File: src/rtl/alu_pkg.sv
// Shared ALU constants: default widths, opcodes, loader FSM states.
// Imported by alu, btn_edge and alu_operand_loader.
package alu_pkg;

  localparam int NB_DATA_DEF = 6;
  localparam int NB_OP_DEF   = 6;

  localparam logic [NB_OP_DEF-1:0] OP_ADD = 6'b100000;
  localparam logic [NB_OP_DEF-1:0] OP_SUB = 6'b100010;
  localparam logic [NB_OP_DEF-1:0] OP_AND = 6'b100100;
  localparam logic [NB_OP_DEF-1:0] OP_OR  = 6'b100101;
  localparam logic [NB_OP_DEF-1:0] OP_XOR = 6'b100110;
  localparam logic [NB_OP_DEF-1:0] OP_SRA = 6'b000011;
  localparam logic [NB_OP_DEF-1:0] OP_SRL = 6'b000010;
  localparam logic [NB_OP_DEF-1:0] OP_NOR = 6'b100111;

  typedef enum logic [1:0] {
    WAIT_A  = 2'd0,
    WAIT_B  = 2'd1,
    WAIT_OP = 2'd2,
    SHOW    = 2'd3
  } state_t;

endpackage

File: src/rtl/alu.sv
// Combinational ALU: operands are sign-extended to NB_DATA+1 bits.
// Unknown opcodes yield zero.
module alu
  import alu_pkg::*;
#(
  parameter int NB_DATA = NB_DATA_DEF,
  parameter int NB_OP   = NB_OP_DEF
) (
  input  logic [NB_DATA-1:0] i_data_a,
  input  logic [NB_DATA-1:0] i_data_b,
  input  logic [NB_OP-1:0]   i_op,
  output logic [NB_DATA:0]   o_result
);

  logic signed [NB_DATA:0] ext_a;
  logic signed [NB_DATA:0] ext_b;

  assign ext_a = {i_data_a[NB_DATA-1], i_data_a};
  assign ext_b = {i_data_b[NB_DATA-1], i_data_b};

  // Opcode decode and result select
  always_comb begin
    o_result = '0;
    case (i_op)
      NB_OP'(OP_ADD): o_result = ext_a + ext_b;
      NB_OP'(OP_SUB): o_result = ext_a - ext_b;
      NB_OP'(OP_AND): o_result = ext_a & ext_b;
      NB_OP'(OP_OR):  o_result = ext_a | ext_b;
      NB_OP'(OP_XOR): o_result = ext_a ^ ext_b;
      NB_OP'(OP_NOR): o_result = ~(ext_a | ext_b);
      NB_OP'(OP_SRA): o_result = ext_a >>> i_data_b;
      NB_OP'(OP_SRL): o_result = {1'b0, i_data_a} >> i_data_b;
      default:        o_result = '0;
    endcase
  end

endmodule

File: src/rtl/btn_edge.sv
// Button conditioner: 2-FF sync, optional debounce, rising-edge pulse.
// Debounce filter is built when ALU_LOADER_DEBOUNCE_EN is defined.
module btn_edge #(
  parameter int DB_CYCLES = 4
) (
  input  logic i_clk,
  input  logic i_reset,
  input  logic i_btn,
  output logic o_pulse
);

  logic sync_1;
  logic sync_2;
  logic level;
  logic level_q;

  // Two-stage synchronizer for the asynchronous button level
  always_ff @(posedge i_clk or posedge i_reset) begin
    if (i_reset) begin
      sync_1 <= 1'b0;
      sync_2 <= 1'b0;
    end else begin
      sync_1 <= i_btn;
      sync_2 <= sync_1;
    end
  end

`ifdef ALU_LOADER_DEBOUNCE_EN
  localparam int CW = $clog2(DB_CYCLES + 1);

  logic [CW-1:0] db_cnt;
  logic          db_level;

  // Filtered level follows sync only after DB_CYCLES stable clocks
  always_ff @(posedge i_clk or posedge i_reset) begin
    if (i_reset) begin
      db_cnt   <= '0;
      db_level <= 1'b0;
    end else if (sync_2 == db_level) begin
      db_cnt   <= '0;
    end else if (db_cnt == CW'(DB_CYCLES - 1)) begin
      db_cnt   <= '0;
      db_level <= sync_2;
    end else begin
      db_cnt   <= db_cnt + 1'b1;
    end
  end

  assign level = db_level;
`else
  assign level = sync_2;
`endif

  // Previous level for rising-edge detection
  always_ff @(posedge i_clk or posedge i_reset) begin
    if (i_reset) begin
      level_q <= 1'b0;
    end else begin
      level_q <= level;
    end
  end

  assign o_pulse = level & ~level_q;

endmodule

File: src/rtl/alu_operand_loader.sv
// Loads A, B and opcode from a shared switch bus and shows the ALU result.
// Optional button debounce: define ALU_LOADER_DEBOUNCE_EN.
module alu_operand_loader
  import alu_pkg::*;
#(
  parameter int NB_DATA   = NB_DATA_DEF,
  parameter int NB_OP     = NB_OP_DEF,
  parameter int DB_CYCLES = 4
) (
  input  logic               i_clk,
  input  logic               i_reset,
  input  logic [NB_DATA-1:0] i_sw,
  input  logic               i_btn_a,
  input  logic               i_btn_b,
  input  logic               i_btn_op,
  output logic [NB_DATA-1:0] o_data_a,
  output logic [NB_DATA-1:0] o_data_b,
  output logic [NB_OP-1:0]   o_op,
  output logic [NB_DATA:0]   o_led,
  output logic               o_valid,
  output logic               o_err,
  output logic [1:0]         o_state
);

  state_t state;
  state_t state_nxt;

  logic pulse_a;
  logic pulse_b;
  logic pulse_op;
  logic cap_a;
  logic cap_b;
  logic cap_op;
  logic load_res;
  logic op_ok;

  logic [NB_DATA:0] alu_res;

  btn_edge #(.DB_CYCLES(DB_CYCLES)) u_btn_a (
    .i_clk   (i_clk),
    .i_reset (i_reset),
    .i_btn   (i_btn_a),
    .o_pulse (pulse_a)
  );

  btn_edge #(.DB_CYCLES(DB_CYCLES)) u_btn_b (
    .i_clk   (i_clk),
    .i_reset (i_reset),
    .i_btn   (i_btn_b),
    .o_pulse (pulse_b)
  );

  btn_edge #(.DB_CYCLES(DB_CYCLES)) u_btn_op (
    .i_clk   (i_clk),
    .i_reset (i_reset),
    .i_btn   (i_btn_op),
    .o_pulse (pulse_op)
  );

  alu #(
    .NB_DATA (NB_DATA),
    .NB_OP   (NB_OP)
  ) u_alu (
    .i_data_a (o_data_a),
    .i_data_b (o_data_b),
    .i_op     (o_op),
    .o_result (alu_res)
  );

  // Opcode legality check against the shared opcode set
  always_comb begin
    op_ok = 1'b0;
    case (o_op)
      NB_OP'(OP_ADD),
      NB_OP'(OP_SUB),
      NB_OP'(OP_AND),
      NB_OP'(OP_OR),
      NB_OP'(OP_XOR),
      NB_OP'(OP_SRA),
      NB_OP'(OP_SRL),
      NB_OP'(OP_NOR): op_ok = 1'b1;
      default:        op_ok = 1'b0;
    endcase
  end

  // Next state and capture strobes; mismatched pulses are dropped
  always_comb begin
    state_nxt = state;
    cap_a     = 1'b0;
    cap_b     = 1'b0;
    cap_op    = 1'b0;
    unique case (state)
      WAIT_A: begin
        if (pulse_a) begin
          cap_a     = 1'b1;
          state_nxt = WAIT_B;
        end
      end
      WAIT_B: begin
        if (pulse_b) begin
          cap_b     = 1'b1;
          state_nxt = WAIT_OP;
        end
      end
      WAIT_OP: begin
        if (pulse_op) begin
          cap_op    = 1'b1;
          state_nxt = SHOW;
        end
      end
      SHOW: begin
        if (pulse_a) begin
          cap_a     = 1'b1;
          state_nxt = WAIT_B;
        end
      end
      default: state_nxt = WAIT_A;
    endcase
  end

  // State register
  always_ff @(posedge i_clk or posedge i_reset) begin
    if (i_reset) begin
      state <= WAIT_A;
    end else begin
      state <= state_nxt;
    end
  end

  // Operand capture and result register
  always_ff @(posedge i_clk or posedge i_reset) begin
    if (i_reset) begin
      o_data_a <= '0;
      o_data_b <= '0;
      o_op     <= '0;
      o_led    <= '0;
      o_valid  <= 1'b0;
      o_err    <= 1'b0;
      load_res <= 1'b0;
    end else begin
      load_res <= cap_op;
      if (cap_a) begin
        o_data_a <= i_sw;
      end
      if (cap_b) begin
        o_data_b <= i_sw;
      end
      if (cap_op) begin
        o_op <= i_sw[NB_OP-1:0];
      end
      if (cap_a) begin
        o_valid <= 1'b0;
        o_err   <= 1'b0;
      end else if (load_res) begin
        o_led   <= op_ok ? alu_res : '0;
        o_err   <= ~op_ok;
        o_valid <= 1'b1;
      end
    end
  end

  assign o_state = state;

endmodule

File: config.mk
export PLATFORM = sky130hd
export DESIGN_NAME = alu_operand_loader
export DESIGN_NICKNAME = d
export VERILOG_FILES = /design/src/rtl/alu_pkg.sv /design/src/rtl/alu.sv /design/src/rtl/btn_edge.sv /design/src/rtl/alu_operand_loader.sv
export SDC_FILE = /design/constraint.sdc
export NUM_CORES = 1
export LEC_CHECK = 0
export BUFFER_PORTS_ARGS = -buffer_cell sky130_fd_sc_hd__buf_4
export CAP_MARGIN = 25
export CELL_PAD_IN_SITES_DETAIL_PLACEMENT = 0
export CELL_PAD_IN_SITES_GLOBAL_PLACEMENT = 1
export CORE_MARGIN = 5
export CORE_UTILIZATION = 40
export CTS_CLUSTER_SIZE = 8
export DETAILED_ROUTE_END_ITERATION = 10
export PLACE_DENSITY_LB_ADDON = 0.1
export SETUP_SLACK_MARGIN = 0.1
export SLEW_MARGIN = 20
export SYNTH_ARGS = -nofsm -noshare
export SYNTH_HDL_FRONTEND = slang
export SYNTH_SLANG_ARGS = --single-unit
File: constraint.sdc
create_clock -name i_clk -period 3.3 [get_ports i_clk]
set_input_delay 0 -clock i_clk [delete_from_list [all_inputs] [get_ports i_clk]]
set_output_delay 0 -clock i_clk [all_outputs]
set_load 0.02 [all_outputs]
==> impl_metrics.toml, run 1 <==
[status]
outcome = "completed"

[placement]
placement.io_buffers = 39
gp_congestion = 0.873
dp.final_hpwl_mm = 5.66
placed_cells = 403

[power_and_ir_drop]
p_int_mw = 1.89
irDropWorstVdd_mv = 0.527
combPwrFrac_pct = 63.4
power.total_mw = 3.66
clockPowerShare_pct = 11.1
power_switching_mw = 1.76
switching_share_pct = 48.2
share_seq_of_total_power_pct = 25.4
p_leak_nw = 1.55
power_density_nw_per_um2 = 1090

[synth]
yosysUniqueCellTypes = 61
syn_nets = 323
postSynth.asyncResetShare_pct = 100
synth_edf_count = 0
ys_warn_count = 0
netlist_instances = 290
yosys_most_used_dff = "dfrtp_1"
avgSynthCellArea_um2 = 9.57
synthesis.area_um2 = 2780
synth_seq_area_share_pct = 35.2
synth-seq-cells = 39

[critical_path]
cp_cell_sequence = "or4b_4 -> nor2_8 -> mux2_2 -> inv_1 -> ha_1 -> nor2b_1 -> o31a_1 -> o22ai_1 -> mux2i_1 -> a31oi_1"
crit_fanout = 8
path_class = "reg -> reg"
path_buf_inv = 1
crit_path_start_kind = "register"
worstSetupEndpointType = "register"
arrival_ns = 3.03
cpPeakStageDelay_ns = 0.61
slowest_stage = "or4b_4"
cpLargestDelayFamily = "simple AND/OR/NAND/NOR gates"
required_ns = 3.46

[detailed_routing]
drcViolationCount = 0
drt-wirelength-per-cell_um = 18.0
avgViaCountPerCell = 5.65
routed-via-count = 2377
postRouteAntennaNets = 0
drtIter0Drc = 218
dr.pass1.iters = 4
wl_mm = 7.60

[clocking]
cts_tree = "built"
clock_path_buffers = 2
cts_root_buf = "clkbuf_8"
hold_buffers = 10
worstSkewPairLatency_ns = 0.30
htree_levels = 2
numCtsBuffers = 5
clk_pin_slew_ns = 0.08
cts_resized = 0
cts.sinks = 39
cts_setup_buffers = 0

[grt]
grt_overflow = 0
antenna_found_initial = 0
grt_usage_pct = 18.3
grt_pass1_vias = 2296
grt_max_degree = 40
grt_pass1_wl_mm = 12.3

[timing]
final.setup_skew_ns = 0.0103
slew_violations = 0
period_needed_ns = 2.87
final-hold-violation-count = 0
period_share_pct = 86.9
setup_viol = 0
slew_headroom_pct = 58.7
max_freq_mhz = 349
fin_hold_ws_ns = 0.347
rsz0062_at_grt = "false"
worst_pin_slew_ns = 0.614
tns_ns = 0

[cells_and_area]
final_common_cell = "buf_4"
fill_cells = 647
fin_nets = 373
final_cell_mix = "buf_4 (47), dfrtp_1 (39), nand2_1 (26)"
syn_to_final_growth_pct = 21.1
diodes = 0
final_layout_size_suffix_gt1_share_pct = 23.2
final_util_pct = 49.8
final_cell_count_no_fill = 421

[job]
cap_violations = 0

[floorplan]
die_x_um = 93.3
start_util_pct = 41.1
ioPinCount = 40
die_h_um = 93.3
dieArea_um2 = 8710
core_um2 = 6760
std_cell_rows = 30

[worst_hold_path]
hold_path.class = "in -> reg"
## cell families after synthesis
logic type | share of synthesized area, %
xor gates and xnor gates | 3.47
DFF | 35.2
and+or+nand+nor | 18.7
AOI/OAI and AO/OA | 17.8
muxes | 9.28
adders and majority gates | 10.2
buffers and inverters | 5.45
## registers in the layout, indices dropped and copies added, names as in the netlist
name              flops
load_res              1
o_data_a              6
o_data_b              6
o_err                 1
o_led                 7
o_op                  6
o_state               2
o_valid               1
u_btn_a.level         1
u_btn_a.level_q       1
u_btn_a.sync_1        1
u_btn_b.level         1
u_btn_b.level_q       1
u_btn_b.sync_1        1
u_btn_op.level        1
u_btn_op.level_q      1
u_btn_op.sync_1       1
## per-layer routing
metal  global-route usage [%]  share of wire [%]  up-vias
li1                         -                  -     1160
met1                     25.4                 47     1138
met2                     29.1                 47       68
met3                     3.62                5.2       11
met4                     4.52                1.3        0
met5                        0                  0        -
## per-stage QoR
stage / cell area (um2) / worst slack, ns
3_5_place_dp: 3150 / 0.448
5_1_grt: 3360 / 0.298
3_3_place_gp: 3150 / 0.476
2_1_floorplan: 2780 / 0.505
6_report: 3360 / 0.431
4_1_cts: 3360 / 0.436
## cells in the mapped netlist, types with 3 or more instances
library cell / instances / share of area [%]
dfrtp_1: 39 / 35
nand2_1: 26 / 3.5
ha_1: 21 / 9.5
inv_1: 19 / 2.6
nor2_1: 16 / 2.2
mux2_2: 14 / 5.7
o21ai_0: 13 / 2.3
a211oi_1: 11 / 3.0
a21oi_1: 10 / 1.8
mux2i_1: 10 / 3.6
buf_2: 7 / 1.3
xnor2_1: 7 / 2.2
nand3_1: 6 / 1.1
nor2b_1: 6 / 1.4
a31oi_1: 5 / 1.1
nor3_1: 5 / 0.90
clkbuf_1: 4 / 0.54
nand3b_1: 4 / 1.1
nor4_1: 4 / 0.90
o22ai_1: 4 / 0.90
xor2_1: 4 / 1.3
nand2b_1: 3 / 0.68
o21a_1: 3 / 0.81
## worst paths after layout
kind,startpoint,slack [ns],depth (start not counted),to
setup / recovery,o_op[3],0.43,10,o_led[5]
hold / removal,i_btn_a,0.35,2,u_btn_a.sync_1
setup reg to reg,o_op[3],0.43,10,o_led[5]
hold reg to reg,u_btn_op.sync_1,0.36,0,u_btn_op.level
max in group asynchronous,i_reset,2.57,4,u_btn_b.level
min in group asynchronous,i_reset,0.37,4,o_led[0]
## power groups by stage
stage	Sequential [mW]	Combinational, mW	Clock [mW]
2_1_floorplan	1.04	1.51	0
3_5_place_dp	0.941	2.30	0
3_3_place_gp	0.933	2.31	0
4_1_cts	0.933	2.33	0.427
6_report	0.930	2.32	0.407
5_1_grt	0.973	2.56	0.446
## layout make-up
| class | instances | area [um2] | share of cell area [%] |
|---|---|---|---|
| Multi-Input combinational cell | 218 | 1650 | 49.1 |
| Sequential cell | 39 | 976 | 29.0 |
| Tap cell | 80 | 100 | 2.98 |
| Inverter | 19 | 71.3 | 2.12 |
| Clock buffer | 5 | 68.8 | 2.05 |
| Timing Repair Buffer | 57 | 453 | 13.5 |
| Clock inverter | 3 | 43.8 | 1.30 |
(Power assumes the default switching activity.)
==> inputs of run 2 (changes only) <==
--- a/config.mk
+++ b/config.mk
@@ -13,9 +13,11 @@
 export CORE_UTILIZATION = 40
 export CTS_CLUSTER_SIZE = 8
 export DETAILED_ROUTE_END_ITERATION = 10
+export GPL_TIMING_DRIVEN = 0
 export PLACE_DENSITY_LB_ADDON = 0.1
+export REMOVE_ABC_BUFFERS = 1
 export SETUP_SLACK_MARGIN = 0.1
-export SLEW_MARGIN = 20
+export SLEW_MARGIN = 0
 export SYNTH_ARGS = -nofsm -noshare
 export SYNTH_HDL_FRONTEND = slang
 export SYNTH_SLANG_ARGS = --single-unit
==> impl_metrics.toml, run 2 (synthesized netlist as in run 1, its figures left out) <==
[placement]
placement.io_buffers = 39
gp_congestion = 0.832
dp.final_hpwl_mm = 5.38
placed_cells = 395

[critical_path]
crit_fanout = 8
arrival_ns = 3.18
reg2reg_from = "o_op[3]"
regToRegSetupSlack_ns = 0.28
reg2reg_depth = 10
critPathCapture = "o_led[5]"
path_class = "reg -> reg"
r2r-end = "o_led[5]"
worstSetupEndpointType = "register"
crit_start = "o_op[3]"
crit_path_start_kind = "register"
required_ns = 3.46

[detailed_routing]
dr.pass1.iters = 4
routed-via-count = 2367
drt-wirelength-per-cell_um = 18.6
wl_mm = 7.70
postRouteAntennaNets = 0
drtIter0Drc = 124
drcViolationCount = 0
avgViaCountPerCell = 5.73

[clocking]
cts.sinks = 39
htree_levels = 2
clock_path_buffers = 2
cts_root_buf = "clkbuf_8"
cts_tree = "built"
worstSkewPairLatency_ns = 0.30
clk_pin_slew_ns = 0.08
numCtsBuffers = 5

[timing]
worst_pin_slew_ns = 0.889
period_share_pct = 91.4
max_freq_mhz = 332
setup_viol = 0
tns_ns = 0
period_needed_ns = 3.02
slew_headroom_pct = 40.6
slew_violations = 0
rsz0062_at_grt = "false"
fin_hold_ws_ns = 0.343
final-hold-violation-count = 0
final.setup_skew_ns = 0.00375

[job]
cap_violations = 0

[power_and_ir_drop]
combPwrFrac_pct = 57.0
irDropWorstVdd_mv = 0.488
switching_share_pct = 49.1
clockPowerShare_pct = 11.6
share_seq_of_total_power_pct = 31.5
power_switching_mw = 1.78
p_int_mw = 1.84
p_leak_nw = 1.51
power_density_nw_per_um2 = 1090

[grt]
grt_max_degree = 40
grt_pass1_wl_mm = 12.2
grt_pass1_vias = 2356
antenna_found_initial = 0
grt_overflow = 0
grt_usage_pct = 18.0

[cells_and_area]
diodes = 0
syn_to_final_growth_pct = 19.1
fin_nets = 365
regMostFlops = "o_led"
final_cell_mix = "buf_4 (39), dfrtp_1 (37), nand2_1 (26)"
final_layout_size_suffix_gt1_share_pct = 22.2
final_common_cell = "buf_4"
largest_reg_flops = 7
final_cell_count_no_fill = 413

[floorplan]
std_cell_rows = 30
die_x_um = 93.3
die_h_um = 93.3
dieArea_um2 = 8710
start_util_pct = 41.1
ioPinCount = 40
core_um2 = 6760

[status]
outcome = "completed"

[worst_hold_path]
hold_path.class = "in -> reg"
-- run 2: changes by cell type in the layout (fill, tap and decap cells not counted) --
cell	delta
clkinvlp_4	+1
dfrtp_1	-2
inv_2	+1
buf_4	-8
inv_6	+1
dfrtp_2	+2
clkinv_4	-1
clkinv_2	-1
inv_1	-1
-- run 2: timing repair --
item | 4_1_cts | 5_1_grt
setup buffers | 0 | 0
gates cloned | 0 | 0
gates resized for setup | 1 | 1
endpoints found under the setup margin | 1 | 2
hold buffers | 10 | 0
hold endpoints to repair | 60 | 0
-- run 2: worst min-delay path by stage --
stage,from,endpoint,slack (ns),cells after the start
floorplan,i_btn_a,u_btn_a.sync_1,0.03,0
global placement,i_btn_op,u_btn_op.sync_1,0.11,1
detailed placement,i_btn_a,u_btn_a.sync_1,0.11,1
CTS,i_btn_b,u_btn_b.sync_1,0.34,2
global route,i_btn_b,u_btn_b.sync_1,0.34,2
finish,i_btn_a,u_btn_a.sync_1,0.34,2
-- run 2: cell type report --
type,instances,area (um2)
Fill cell,655,3450
Multi-Input combinational cell,218,1650
Sequential cell,39,978
Timing Repair Buffer,49,393
Tap cell,80,100
Inverter,19,71.3
Clock buffer,5,68.8
Clock inverter,3,46.3
-- run 2: per-layer routing --
metal / wire length (um) / track usage (%) / part of all wire [%] / up-vias
met2: 3570 / 29.2 / 46 / 63
met5: 0 / 0 / 0 / -
met1: 3700 / 24.7 / 48 / 1164
li1: - / - / - / 1131
met3: 356 / 3.22 / 4.6 / 9
met4: 70 / 5.01 / 0.91 / 0
-- run 2: power by group through the flow --
stage               Combinational (mW)  Clock [mW]  Sequential (mW)
floorplan                         1.29           0             1.18
global placement                  2.02           0             1.14
detailed placement                2.05           0             1.14
CTS                               2.07       0.429             1.14
global route                      2.26       0.455             1.19
finish                            2.06       0.419             1.14
-- run 2: stage by stage --
step | setup WS [ns] | util [%] | power, mW | area (um2)
after CTS | 0.245 | 48.9 | 3.64 | 3310
after global routing | 0.135 | 48.9 | 3.91 | 3310
after detailed placement | 0.0821 | 45.7 | 3.19 | 3090
final | 0.284 | 48.9 | 3.62 | 3310
after global placement | 0.133 | 45.7 | 3.17 | 3090
after floorplan | 0.428 | - | 2.47 | 2700
-- run 2: critical path, stage by stage (launching register included) --
cell and delay, ns:
dfrtp_1 0.49, or4b_4 0.62, nor2_8 0.15, mux2_2 0.37
inv_1 0.06, ha_1 0.21, nor2b_1 0.14, o31a_1 0.26
o22ai_1 0.20, mux2i_1 0.25, a31oi_1 0.12
